`src/rtl/dac_spi_pkg.sv`:
```
// -----------------------------------------------------------------------------
// dac_spi_pkg
// Shared definitions for the DAC8734 multicast SPI frame engine:
//   - state_t        : engine FSM states
//   - DAC8734_*      : DAC8734 frame layout (24-bit frame, R/W bit 23,
//                      address field [20:16], data field [15:0])
//   - params_ok()    : legality check used at elaboration by the top level
//   - max3()         : helper for sizing the shared wait counter
// -----------------------------------------------------------------------------
package dac_spi_pkg;

  typedef enum logic [2:0] {
    IDLE  = 3'd0,
    SETUP = 3'd1,
    SHIFT = 3'd2,
    HOLD  = 3'd3,
    LDAC  = 3'd4,
    DONE  = 3'd5
  } state_t;

  localparam int DAC8734_FRAME_BITS = 24;
  localparam int DAC8734_RW_BIT     = 23;
  localparam int DAC8734_ADDR_MSB   = 20;
  localparam int DAC8734_ADDR_LSB   = 16;
  localparam int DAC8734_DATA_MSB   = 15;
  localparam int DAC8734_DATA_LSB   = 0;

  // Every timing parameter needs at least one clock, and a frame needs at
  // least two bits so the shift register has something to shift into.
  function automatic bit params_ok(input int frame_bits, input int sclk_div,
                                   input int cs_setup, input int cs_hold,
                                   input int ldac_width);
    return (frame_bits >= 2) && (sclk_div >= 1) && (cs_setup >= 1) &&
           (cs_hold >= 1) && (ldac_width >= 1);
  endfunction

  function automatic int max3(input int a, input int b, input int c);
    int m;
    m = (a > b) ? a : b;
    return (m > c) ? m : c;
  endfunction

endpackage

```
`src/rtl/dac_spi_lane.sv`:
```
// -----------------------------------------------------------------------------
// dac_spi_lane
// One SPI output lane. Holds the lane-select bit and the frame shift register
// for the current command and registers the csb/sclk/sdo pins. All sequencing
// comes from shared strobes issued by the engine FSM.
//
// Ports:
//   clk, resetn   : clock, asynchronous active-low reset
//   load          : capture load_sel/load_frame (command accept)
//   load_sel      : this lane is selected by the command mask
//   load_frame    : frame to send, MSB first
//   shift         : advance to the next frame bit (start of an SCLK high phase)
//   cs_on         : chip select asserted for selected lanes next cycle
//   sclk_hi       : SCLK high next cycle for selected lanes
//   csb/sclk/sdo  : registered lane pins (csb active low, sclk idle low)
// -----------------------------------------------------------------------------
module dac_spi_lane
  import dac_spi_pkg::*;
#(
  parameter int FRAME_BITS = DAC8734_FRAME_BITS
) (
  input  logic                  clk,
  input  logic                  resetn,
  input  logic                  load,
  input  logic                  load_sel,
  input  logic [FRAME_BITS-1:0] load_frame,
  input  logic                  shift,
  input  logic                  cs_on,
  input  logic                  sclk_hi,
  output logic                  csb,
  output logic                  sclk,
  output logic                  sdo
);

  logic                  sel_q;
  logic                  sel_d;
  logic [FRAME_BITS-1:0] sr_q;
  logic [FRAME_BITS-1:0] sr_d;

  // Pins are registered from the *next* register contents so that the pin
  // changes on the same edge as the FSM state that asks for it.
  always_comb begin
    sel_d = sel_q;
    sr_d  = sr_q;
    if (load) begin
      sel_d = load_sel;
      sr_d  = load_frame;
    end else if (shift) begin
      sr_d = {sr_q[FRAME_BITS-2:0], 1'b0};
    end
  end

  always_ff @(posedge clk or negedge resetn) begin
    if (!resetn) begin
      sel_q <= 1'b0;
      sr_q  <= '0;
      csb   <= 1'b1;
      sclk  <= 1'b0;
      sdo   <= 1'b0;
    end else begin
      sel_q <= sel_d;
      sr_q  <= sr_d;
      csb   <= !(cs_on && sel_d);
      sclk  <= sclk_hi && sel_d;
      sdo   <= cs_on && sel_d && sr_d[FRAME_BITS-1];
    end
  end

endmodule

```
`src/rtl/dac_spi_multicast.sv`:
```
// -----------------------------------------------------------------------------
// dac_spi_multicast
// Multi-lane SPI frame engine for DAC8734 devices. One command carries a lane
// mask and one frame per lane; all selected frames are shifted out in
// parallel, optionally followed by a shared LDACB pulse.
//
// Build option: define DAC_SPI_AUTO_LDAC_EN to enable the LDAC state and honour
// s_ldac_req. Without it s_ldac_req is ignored and ldacb stays high.
//
// Handshake: a command is accepted on a rising edge where s_valid && s_ready.
// s_ready is high only in IDLE; s_mask/s_data/s_ldac_req are sampled on that
// edge and ignored at all other times.
//
// Ports:
//   clk, resetn  : clock, asynchronous active-low reset
//   s_valid      : command valid
//   s_ready      : engine idle (command accepted on s_valid && s_ready)
//   s_mask       : lane select, bit i enables lane i
//   s_data       : lane i frame at [i*FRAME_BITS +: FRAME_BITS]
//   s_ldac_req   : pulse LDACB after the frames
//   busy         : high from the cycle after accept until DONE
//   done         : one-cycle completion pulse
//   csb/sclk/sdo : per-lane SPI pins
//   ldacb        : shared load strobe, active low
// -----------------------------------------------------------------------------
module dac_spi_multicast
  import dac_spi_pkg::*;
#(
  parameter int N_DAC      = 8,
  parameter int FRAME_BITS = DAC8734_FRAME_BITS,
  parameter int SCLK_DIV   = 2,
  parameter int CS_SETUP   = 2,
  parameter int CS_HOLD    = 2,
  parameter int LDAC_WIDTH = 4
) (
  input  logic                        clk,
  input  logic                        resetn,
  input  logic                        s_valid,
  output logic                        s_ready,
  input  logic [N_DAC-1:0]            s_mask,
  input  logic [N_DAC*FRAME_BITS-1:0] s_data,
  input  logic                        s_ldac_req,
  output logic                        busy,
  output logic                        done,
  output logic [N_DAC-1:0]            csb,
  output logic [N_DAC-1:0]            sclk,
  output logic [N_DAC-1:0]            sdo,
  output logic                        ldacb
);

  if (!params_ok(FRAME_BITS, SCLK_DIV, CS_SETUP, CS_HOLD, LDAC_WIDTH)) begin : g_param_err
    $error("dac_spi_multicast: illegal parameter set");
  end

`ifdef DAC_SPI_AUTO_LDAC_EN
  localparam bit LDAC_ON = 1'b1;
`else
  localparam bit LDAC_ON = 1'b0;
`endif

  localparam int WAIT_MAX = max3(CS_SETUP, CS_HOLD, LDAC_WIDTH);
  localparam int WAIT_W   = $clog2(WAIT_MAX + 1);
  localparam int PH_W     = $clog2(SCLK_DIV + 1);
  localparam int BIT_W    = $clog2(FRAME_BITS + 1);

  localparam logic [WAIT_W-1:0] SETUP_LAST = WAIT_W'(CS_SETUP - 1);
  localparam logic [WAIT_W-1:0] HOLD_LAST  = WAIT_W'(CS_HOLD - 1);
  localparam logic [WAIT_W-1:0] LDAC_LAST  = WAIT_W'(LDAC_WIDTH - 1);
  localparam logic [PH_W-1:0]   PH_LAST    = PH_W'(SCLK_DIV - 1);
  localparam logic [BIT_W-1:0]  BIT_LAST   = BIT_W'(FRAME_BITS - 1);

  state_t            state, next_state;
  logic [WAIT_W-1:0] wait_cnt, wait_d;
  logic [PH_W-1:0]   phase_cnt, phase_d;
  logic              phase_hi, phase_hi_d;
  logic [BIT_W-1:0]  bit_cnt, bit_d;
  logic              ldac_req_q, ldac_req_d;

  logic load, shift, cs_on, sclk_hi;
  logic busy_d, done_d, ldacb_d;

  // ---------------------------------------------------------------------------
  // State and counter registers
  // ---------------------------------------------------------------------------
  always_ff @(posedge clk or negedge resetn) begin
    if (!resetn) begin
      state      <= IDLE;
      wait_cnt   <= '0;
      phase_cnt  <= '0;
      phase_hi   <= 1'b0;
      bit_cnt    <= '0;
      ldac_req_q <= 1'b0;
    end else begin
      state      <= next_state;
      wait_cnt   <= wait_d;
      phase_cnt  <= phase_d;
      phase_hi   <= phase_hi_d;
      bit_cnt    <= bit_d;
      ldac_req_q <= ldac_req_d;
    end
  end

  // ---------------------------------------------------------------------------
  // Next-state and counter logic. Counters stop at their terminal value and
  // the state advances instead of wrapping.
  // ---------------------------------------------------------------------------
  always_comb begin
    next_state = state;
    wait_d     = wait_cnt;
    phase_d    = phase_cnt;
    phase_hi_d = phase_hi;
    bit_d      = bit_cnt;
    ldac_req_d = ldac_req_q;
    case (state)
      IDLE: begin
        if (s_valid) begin
          ldac_req_d = s_ldac_req;
          wait_d     = '0;
          if (s_mask == '0) next_state = (LDAC_ON && s_ldac_req) ? LDAC : DONE;
          else              next_state = SETUP;
        end
      end
      SETUP: begin
        if (wait_cnt == SETUP_LAST) begin
          next_state = SHIFT;
          phase_d    = '0;
          phase_hi_d = 1'b1;
          bit_d      = '0;
        end else begin
          wait_d = wait_cnt + 1'b1;
        end
      end
      SHIFT: begin
        if (phase_cnt == PH_LAST) begin
          phase_d = '0;
          if (phase_hi) begin
            phase_hi_d = 1'b0;
          end else if (bit_cnt == BIT_LAST) begin
            next_state = HOLD;
            wait_d     = '0;
          end else begin
            bit_d      = bit_cnt + 1'b1;
            phase_hi_d = 1'b1;
          end
        end else begin
          phase_d = phase_cnt + 1'b1;
        end
      end
      HOLD: begin
        if (wait_cnt == HOLD_LAST) begin
          wait_d     = '0;
          next_state = (LDAC_ON && ldac_req_q) ? LDAC : DONE;
        end else begin
          wait_d = wait_cnt + 1'b1;
        end
      end
      LDAC: begin
        if (wait_cnt == LDAC_LAST) next_state = DONE;
        else                       wait_d = wait_cnt + 1'b1;
      end
      DONE:    next_state = IDLE;
      default: next_state = IDLE;
    endcase
  end

  // ---------------------------------------------------------------------------
  // Output decode. Everything is decoded from the next state so the
  // registered pins line up with the state they belong to.
  // ---------------------------------------------------------------------------
  always_comb begin
    load    = (state == IDLE) && s_valid;
    cs_on   = (next_state == SETUP) || (next_state == SHIFT) || (next_state == HOLD);
    sclk_hi = (next_state == SHIFT) && phase_hi_d;
    // New data bit only when a low phase ends and another bit follows, so sdo
    // moves together with the SCLK rise and is stable across the fall.
    shift   = (state == SHIFT) && !phase_hi && (phase_cnt == PH_LAST) &&
              (bit_cnt != BIT_LAST);
    busy_d  = (next_state != IDLE) && (next_state != DONE);
    done_d  = (next_state == DONE);
    ldacb_d = (next_state != LDAC);
  end

  always_ff @(posedge clk or negedge resetn) begin
    if (!resetn) begin
      busy  <= 1'b0;
      done  <= 1'b0;
      ldacb <= 1'b1;
    end else begin
      busy  <= busy_d;
      done  <= done_d;
      ldacb <= ldacb_d;
    end
  end

  assign s_ready = (state == IDLE);

  for (genvar i = 0; i < N_DAC; i++) begin : g_lane
    dac_spi_lane #(
      .FRAME_BITS (FRAME_BITS)
    ) u_lane (
      .clk        (clk),
      .resetn     (resetn),
      .load       (load),
      .load_sel   (s_mask[i]),
      .load_frame (s_data[i*FRAME_BITS +: FRAME_BITS]),
      .shift      (shift),
      .cs_on      (cs_on),
      .sclk_hi    (sclk_hi),
      .csb        (csb[i]),
      .sclk       (sclk[i]),
      .sdo        (sdo[i])
    );
  end

endmodule
```
`config.mk`:
```
export PLATFORM = sky130hd
export DESIGN_NAME = dac_spi_multicast
export DESIGN_NICKNAME = d
export VERILOG_FILES = /design/src/rtl/dac_spi_pkg.sv /design/src/rtl/dac_spi_lane.sv /design/src/rtl/dac_spi_multicast.sv
export SDC_FILE = /design/constraint.sdc
export NUM_CORES = 1
export LEC_CHECK = 0
export ABC_AREA = 1
export CAP_MARGIN = 30
export CELL_PAD_IN_SITES_DETAIL_PLACEMENT = 2
export CELL_PAD_IN_SITES_GLOBAL_PLACEMENT = 2
export CORE_ASPECT_RATIO = 0.7
export CORE_MARGIN = 2
export CORE_UTILIZATION = 27
export CTS_CLUSTER_DIAMETER = 50
export DETAILED_ROUTE_END_ITERATION = 10
export PLACE_DENSITY = 0.76
export SYNTH_ARGS = -nofsm -noshare
export SYNTH_HDL_FRONTEND = slang
export SYNTH_SLANG_ARGS = --single-unit
```
`constraint.sdc`:
```
create_clock -name clk -period 1.95 [get_ports clk]
set_clock_uncertainty 0.15 [all_clocks]
set_input_delay 0.195 -clock clk [delete_from_list [all_inputs] [get_ports clk]]
set_output_delay 0.195 -clock clk [all_outputs]
set_load 0.05 [all_outputs]
```
Yosys cells after proc, flatten, opt, wreduce, memory -nomap -nowiden
Cells that the tools add are included.

ROM bits: 0. Register bits after elaboration: 241. RAM bits: 0. Bits in latches: 0. Memories kept: 0.

Magnitude comparators: 0. Equality and inequality tests: 23. Multiply operators: 0. Shifts and indexed selects: 0. Multiplexer cells: 54. Bitwise operators: 0. Add/sub/neg operators: 3. Reduce and logical (&&, ||, !) cells: 50. Divide/modulo/power cells: 0.

Operators by type and width (number): 24-bit two-way mux (16); 3-bit two-way mux (15); 1-bit logical AND (30); 3-bit case mux with 5 select lines (2); 5-bit two-way mux (4); 2-bit != test (second input constant) (8); 3-bit by 2-bit equality test with 1-bit output (second input constant) (5); 1-bit two-way mux (12); 5-bit case mux with 2 select lines (1); 3-bit by 1-bit equality test with 1-bit output (second input constant) (3); 1-bit zero test (9); 8-bit zero test (1); 7-bit AND reduction (1); 3-bit equality test (second input constant) (2); 3-bit != test (second input constant) (2); 5-bit by 1-bit adder with 5-bit output (second input constant) (1); 5-bit equality test (second input constant) (1); 5-bit != test (second input constant) (1); 5-bit AND reduction (1); 5-bit nonzero test (1); 2-bit two-way mux (2); 2-bit case mux with 2 select lines (1); 2-bit nonzero test (2); 3-bit by 1-bit adder with 3-bit output (second input constant) (1); other kinds (7) (8).

Longest topological paths before layout
Depth after elaboration: 10. Gate-level depth with buffers: 12.

Modules after synthesis
A second synthesis with hierarchy kept.

Cells, all modules: 1304. Area total of the unflattened synthesis: 11928.9 µm².

Modules (own cells, without submodules): dac_spi_lane (sequential area each 701.9 µm², instances 8, cells each 145, area each 1363.8 µm²); dac_spi_multicast (sequential area each 426.7 µm², instances 1, cells each 144, area each 1018.5 µm²).

Least setup slack after synthesis
Ideal clock, no wire load.

Path kind: flip-flop to flip-flop. Start: register bit_cnt[0]. End: register g_lane[0].u_lane.sr_q[17]. Path buffers: 2. Setup slack: 0.140 ns. Stages on the path, launching flop included: 13. Data required time: 1.731 ns. Clock period less this slack: 1.810 ns. Arrival: 1.591 ns. Cells stage by stage: dfrtp_1 ha_1 nand2_1 inv_1 nand2_1 nor2_1 nor2_2 nand2_4 inv_2 buf_6 buf_4 nand3_1 nand3_1.

Cells in the longest elaborated chain, start to end: 3.

Ends and longest elaborated chain: start, declared (RTL line dac_spi_multicast.sv:76) `logic [BIT_W-1:0] bit_cnt, bit_d;`; start signal, assigned (RTL line dac_spi_multicast.sv:98) `bit_cnt <= bit_d;`; 5-bit != test (RTL line dac_spi_multicast.sv:177) `(bit_cnt != BIT_LAST);`; 1-bit logical AND (RTL line dac_spi_multicast.sv:176) `shift = (state == SHIFT) && !phase_hi && (phase_cnt == PH_LAST) &&`; 2-bit nonzero test (no line); end signal, assigned (RTL line dac_spi_lane.sv:62) `sr_q <= sr_d;`; end, declared (RTL line dac_spi_lane.sv:37) `logic [FRAME_BITS-1:0] sr_q;`.

Every way passes these cells. A chain may end at the register's enable or synchronous reset.

Worst setup path after layout
Start: register bit_cnt[1]. End: register g_lane[3].u_lane.sr_q[3].

Cells in the longest elaborated chain, start to end: 3.

Ends and longest elaborated chain (RTL line): 5-bit != test (dac_spi_multicast.sv:177); 1-bit logical AND (dac_spi_multicast.sv:176); 2-bit nonzero test (no line); end signal, assigned (dac_spi_lane.sv:62); end, declared (dac_spi_lane.sv:37).

Every way passes these cells.

==> impl_metrics.yaml <==
run_status:
  status: "complete, but fails checks"
  violations: "negative setup slack"
sta:
  worstMarginPinSlew_ns: 0.574
  hold_viol: 0
  max_slew_margin_pct: 61.7
  fmax_mhz: 499
  rsz0062_at_grt: "true"
  setup_violations: 74
  layout_setup_ws_ns: -0.0550
  period_minus_slack_ns: 2.00
  maxSlewViolCount: 0
  period_share_pct: 103
setup_path:
  end_kind: "register"
  critical-path-top-delay-family: "simple AND/OR/NAND/NOR gates"
  start_kind: "register"
  path_max_fanout: 8
  ff2ff_setup_slack_ns: -0.05
  worstPathArrival_ns: 2.28
  cp_data_required_time_ns: 2.23
  path_buf_inv: 4
  slowest_delay_ns: 0.39
  path_cells: "ha_2 > nand2_2 > inv_2 > nand2_4 > buf_6 > nand3_4 > nand2_8 > clkinv_16 > buf_16 > nand2_1 > nand3_2"
  crit_type: "reg -> reg"
  crit_slowest_cell: "dfrtp_1"
synthesis:
  synthCells: 1301
  ys_seq_area_share_pct: 55.1
  synth_cell_types: 29
  ys_ff_latch: 241
  ys_top_cells_by_area: "dfrtp_1 53%, nand3_1 16%, nand2_1 14%"
  synth_top_area_share_pct: 52.9
  syn_area_um2: 11000
  syn_nets: 1509
  avgSynthCellArea_um2: 8.43
  yosys_warnings: 0
  yosys.area.top_type: "dfrtp_1"
floorplanning:
  io_pins: 232
  rows: 61
  core_um2: 39800
  initial_core_util_pct: 27.5
  die_w_um: 245
  fp.dieH_um: 173
  dieArea_um2: 42300
routing:
  viasPerCell: 4.86
  drt_iter0_drc: 419
  dr_total_vias: 10400
  routed_wl_um: 46300
  drc: 0
  wl_per_cell_um: 21.7
  firstDrtPassIters: 4
  antenna_left: 0
pwr:
  ir_worst_vdd_uv: 581
  power_leakage_nw: 7.72
  power-per-cell-area_nw_per_um2: 680
place:
  dp_cells: 2023
  gp_congestion: 0.775
  io_buffers: 230
  place_area_um2: 14000
  dp_hpwl_um: 26500
global_route:
  antenna_found_initial: 7
  grt_max_degree: 98
  grt_usage_pct: 18.9
  grt_pass1_vias: 11200
  overflow: 0
  grt_pass1_wl_um: 63900
layout:
  multi_input_area_um2: 4740
  fillCellCount: 4342
  post-route-cell-area_um2: 16800
  drive_above_1_share_pct: 21.2
  finalNonFillerCells: 2137
  final_nets: 1786
  seq_area_um2: 6050
  utilization_pct: 42.2
  area_delta_synth_final_pct: 53.4
cts:
  cts_tree: "built"
  root_buffer: "clkbuf_16"
  cts.sinks: 241
  clk_path_buf_depth: 3
  htreeDepth: 1
  clk_latency_ns: 0.56
  numCtsBuffers: 30
  clk_pin_slew_worst_paths_ns: 0.06
hold_path:
  hp-class: "in -> reg"
run:
  max_cap_viol_count: 0
[what timing repair did]
item                                    4_1_cts  5_1_grt
endpoints found under the setup margin      216      220
setup buffers                                 7       23
endpoints found under the hold margin       232        0
hold buffers                                  1        0
resized for setup                            62      190
gates cloned                                  4       24
pin swaps                                     7       30
[cell usage after synthesis]
cell type,instances
clkbuf_1,23
buf_4,39
o211ai_1,9
nand4_1,8
inv_1,57
clkinv_1,1
dfstp_2,9
o21ai_1,2
nor2_8,1
nor3_1,9
nand2_1,423
ha_1,4
inv_2,4
nand2_2,1
nor2_1,41
xor2_1,2
a21boi_0,1
nand3_4,2
dfrtp_1,232
o21ai_0,22
nand3_1,351
nand3_2,3
buf_2,23
buf_6,12
nor2_2,3
mux2i_1,1
buf_1,10
a21oi_1,7
nand2_4,1
[flip-flops by register name, summed over array words and instances, names as in the netlist]
| signal | count |
|---|---|
| wait_cnt | 3 |
| done | 1 |
| g_lane.u_lane.sclk | 8 |
| phase_hi | 1 |
| busy | 1 |
| g_lane.u_lane.sdo | 8 |
| g_lane.u_lane.csb | 8 |
| phase_cnt | 2 |
| g_lane.u_lane.sel_q | 8 |
| bit_cnt | 5 |
| ldacb | 1 |
| state | 3 |
| g_lane.u_lane.sr_q | 192 |
[metrics by stage]
step                      setup TNS, ns  hold WS (ns)  total power [mW]  worst slack (ns)
final                             -1.55        0.0616              11.4           -0.0550
after global routing             -12.77        0.0558              11.8            -0.173
after CTS                       -0.0373        0.0380              11.6           -0.0232
after detailed placement         -11.40        0.0542              5.69            -0.124
after global placement           -0.833        0.0529              5.68           -0.0787
after floorplan                       0        -0.251              5.10             0.140
[layer usage]
layer | vias up | GRT usage [%] | routed length, um
li1 | 4788 | - | -
met1 | 5315 | 25.2 | 20400
met2 | 207 | 32.1 | 23000
met3 | 63 | 3.55 | 1970
met4 | 12 | 3.28 | 869
met5 | - | 0 | 79
[power by group]
group | internal, mW | switching (mW)
sequential | 5.00 | 0
clock | 3.46 | 2.39
combinational | 0.385 | 0.204
[cells by family (layout without fill, tap and decap cells)]
| kind of cell | after synthesis | count (layout) | synth area share (%) |
|---|---|---|---|
| other | 0 | 1 | 0 |
| flip-flops | 241 | 241 | 55.1 |
| XOR/XNOR | 2 | 2 | 0.160 |
| buffers and inverters | 169 | 467 | 8.20 |
| AND/OR/NAND/NOR | 843 | 845 | 33.9 |
| adder cells (fa/ha/maj) | 4 | 4 | 0.456 |
| AO/OA/AOI/OAI | 41 | 41 | 2.10 |
| multiplexers | 1 | 1 | 0.0913 |
[worst reg2reg max path, stage by stage (launching register included)]
cell and delay [ns]:
dfrtp_1 0.39, ha_2 0.20, nand2_2 0.08, inv_2 0.06, nand2_4 0.09, buf_6 0.11
nand3_4 0.10, nand2_8 0.22, clkinv_16 0.13, buf_16 0.18, nand2_1 0.09, nand3_2 0.07
[worst paths after layout]
kind                                            from                         to  cells after the start
max                                       bit_cnt[1]   g_lane[3].u_lane.sr_q[3]                     11
min                                      s_data[154]  g_lane[6].u_lane.sr_q[10]                      3
max reg2reg                               bit_cnt[1]   g_lane[3].u_lane.sr_q[3]                     11
min reg2reg                g_lane[7].u_lane.sr_q[13]  g_lane[7].u_lane.sr_q[13]                      2
max in group asynchronous                     resetn       g_lane[0].u_lane.csb                      3
min in group asynchronous                     resetn   g_lane[1].u_lane.sr_q[2]                      2
[layout make-up]
| class | instances | area share [%] |
|---|---|---|
| Multi-Input combinational cell | 893 | 28.2 |
| Antenna cell | 1 | 0.0149 |
| Clock inverter | 15 | 0.960 |
| Tap cell | 535 | 3.98 |
| Timing Repair Buffer | 345 | 23.6 |
| Clock buffer | 40 | 5.23 |
| Sequential cell | 241 | 36.0 |
| Timing Repair inverter | 5 | 0.365 |
| Inverter | 62 | 1.73 |
[cell usage in the layout (no fill, tap or decap), drive strengths merged, types with 2 or more instances in the layout]
cell type	count
nand3	357
a21oi	7
nor3	9
nor2	45
o21ai	24
clkdlybuf4s50	201
bufinv	2
clkinv	8
ha	4
nand4	8
buf	107
nand2	426
dfstp	9
xor2	2
dfrtp	232
inv	70
clkbuf	58
dlygate4sd2	18
clkinvlp	2
o211ai	9
Note: power is estimated with default switching activity, not from simulation.
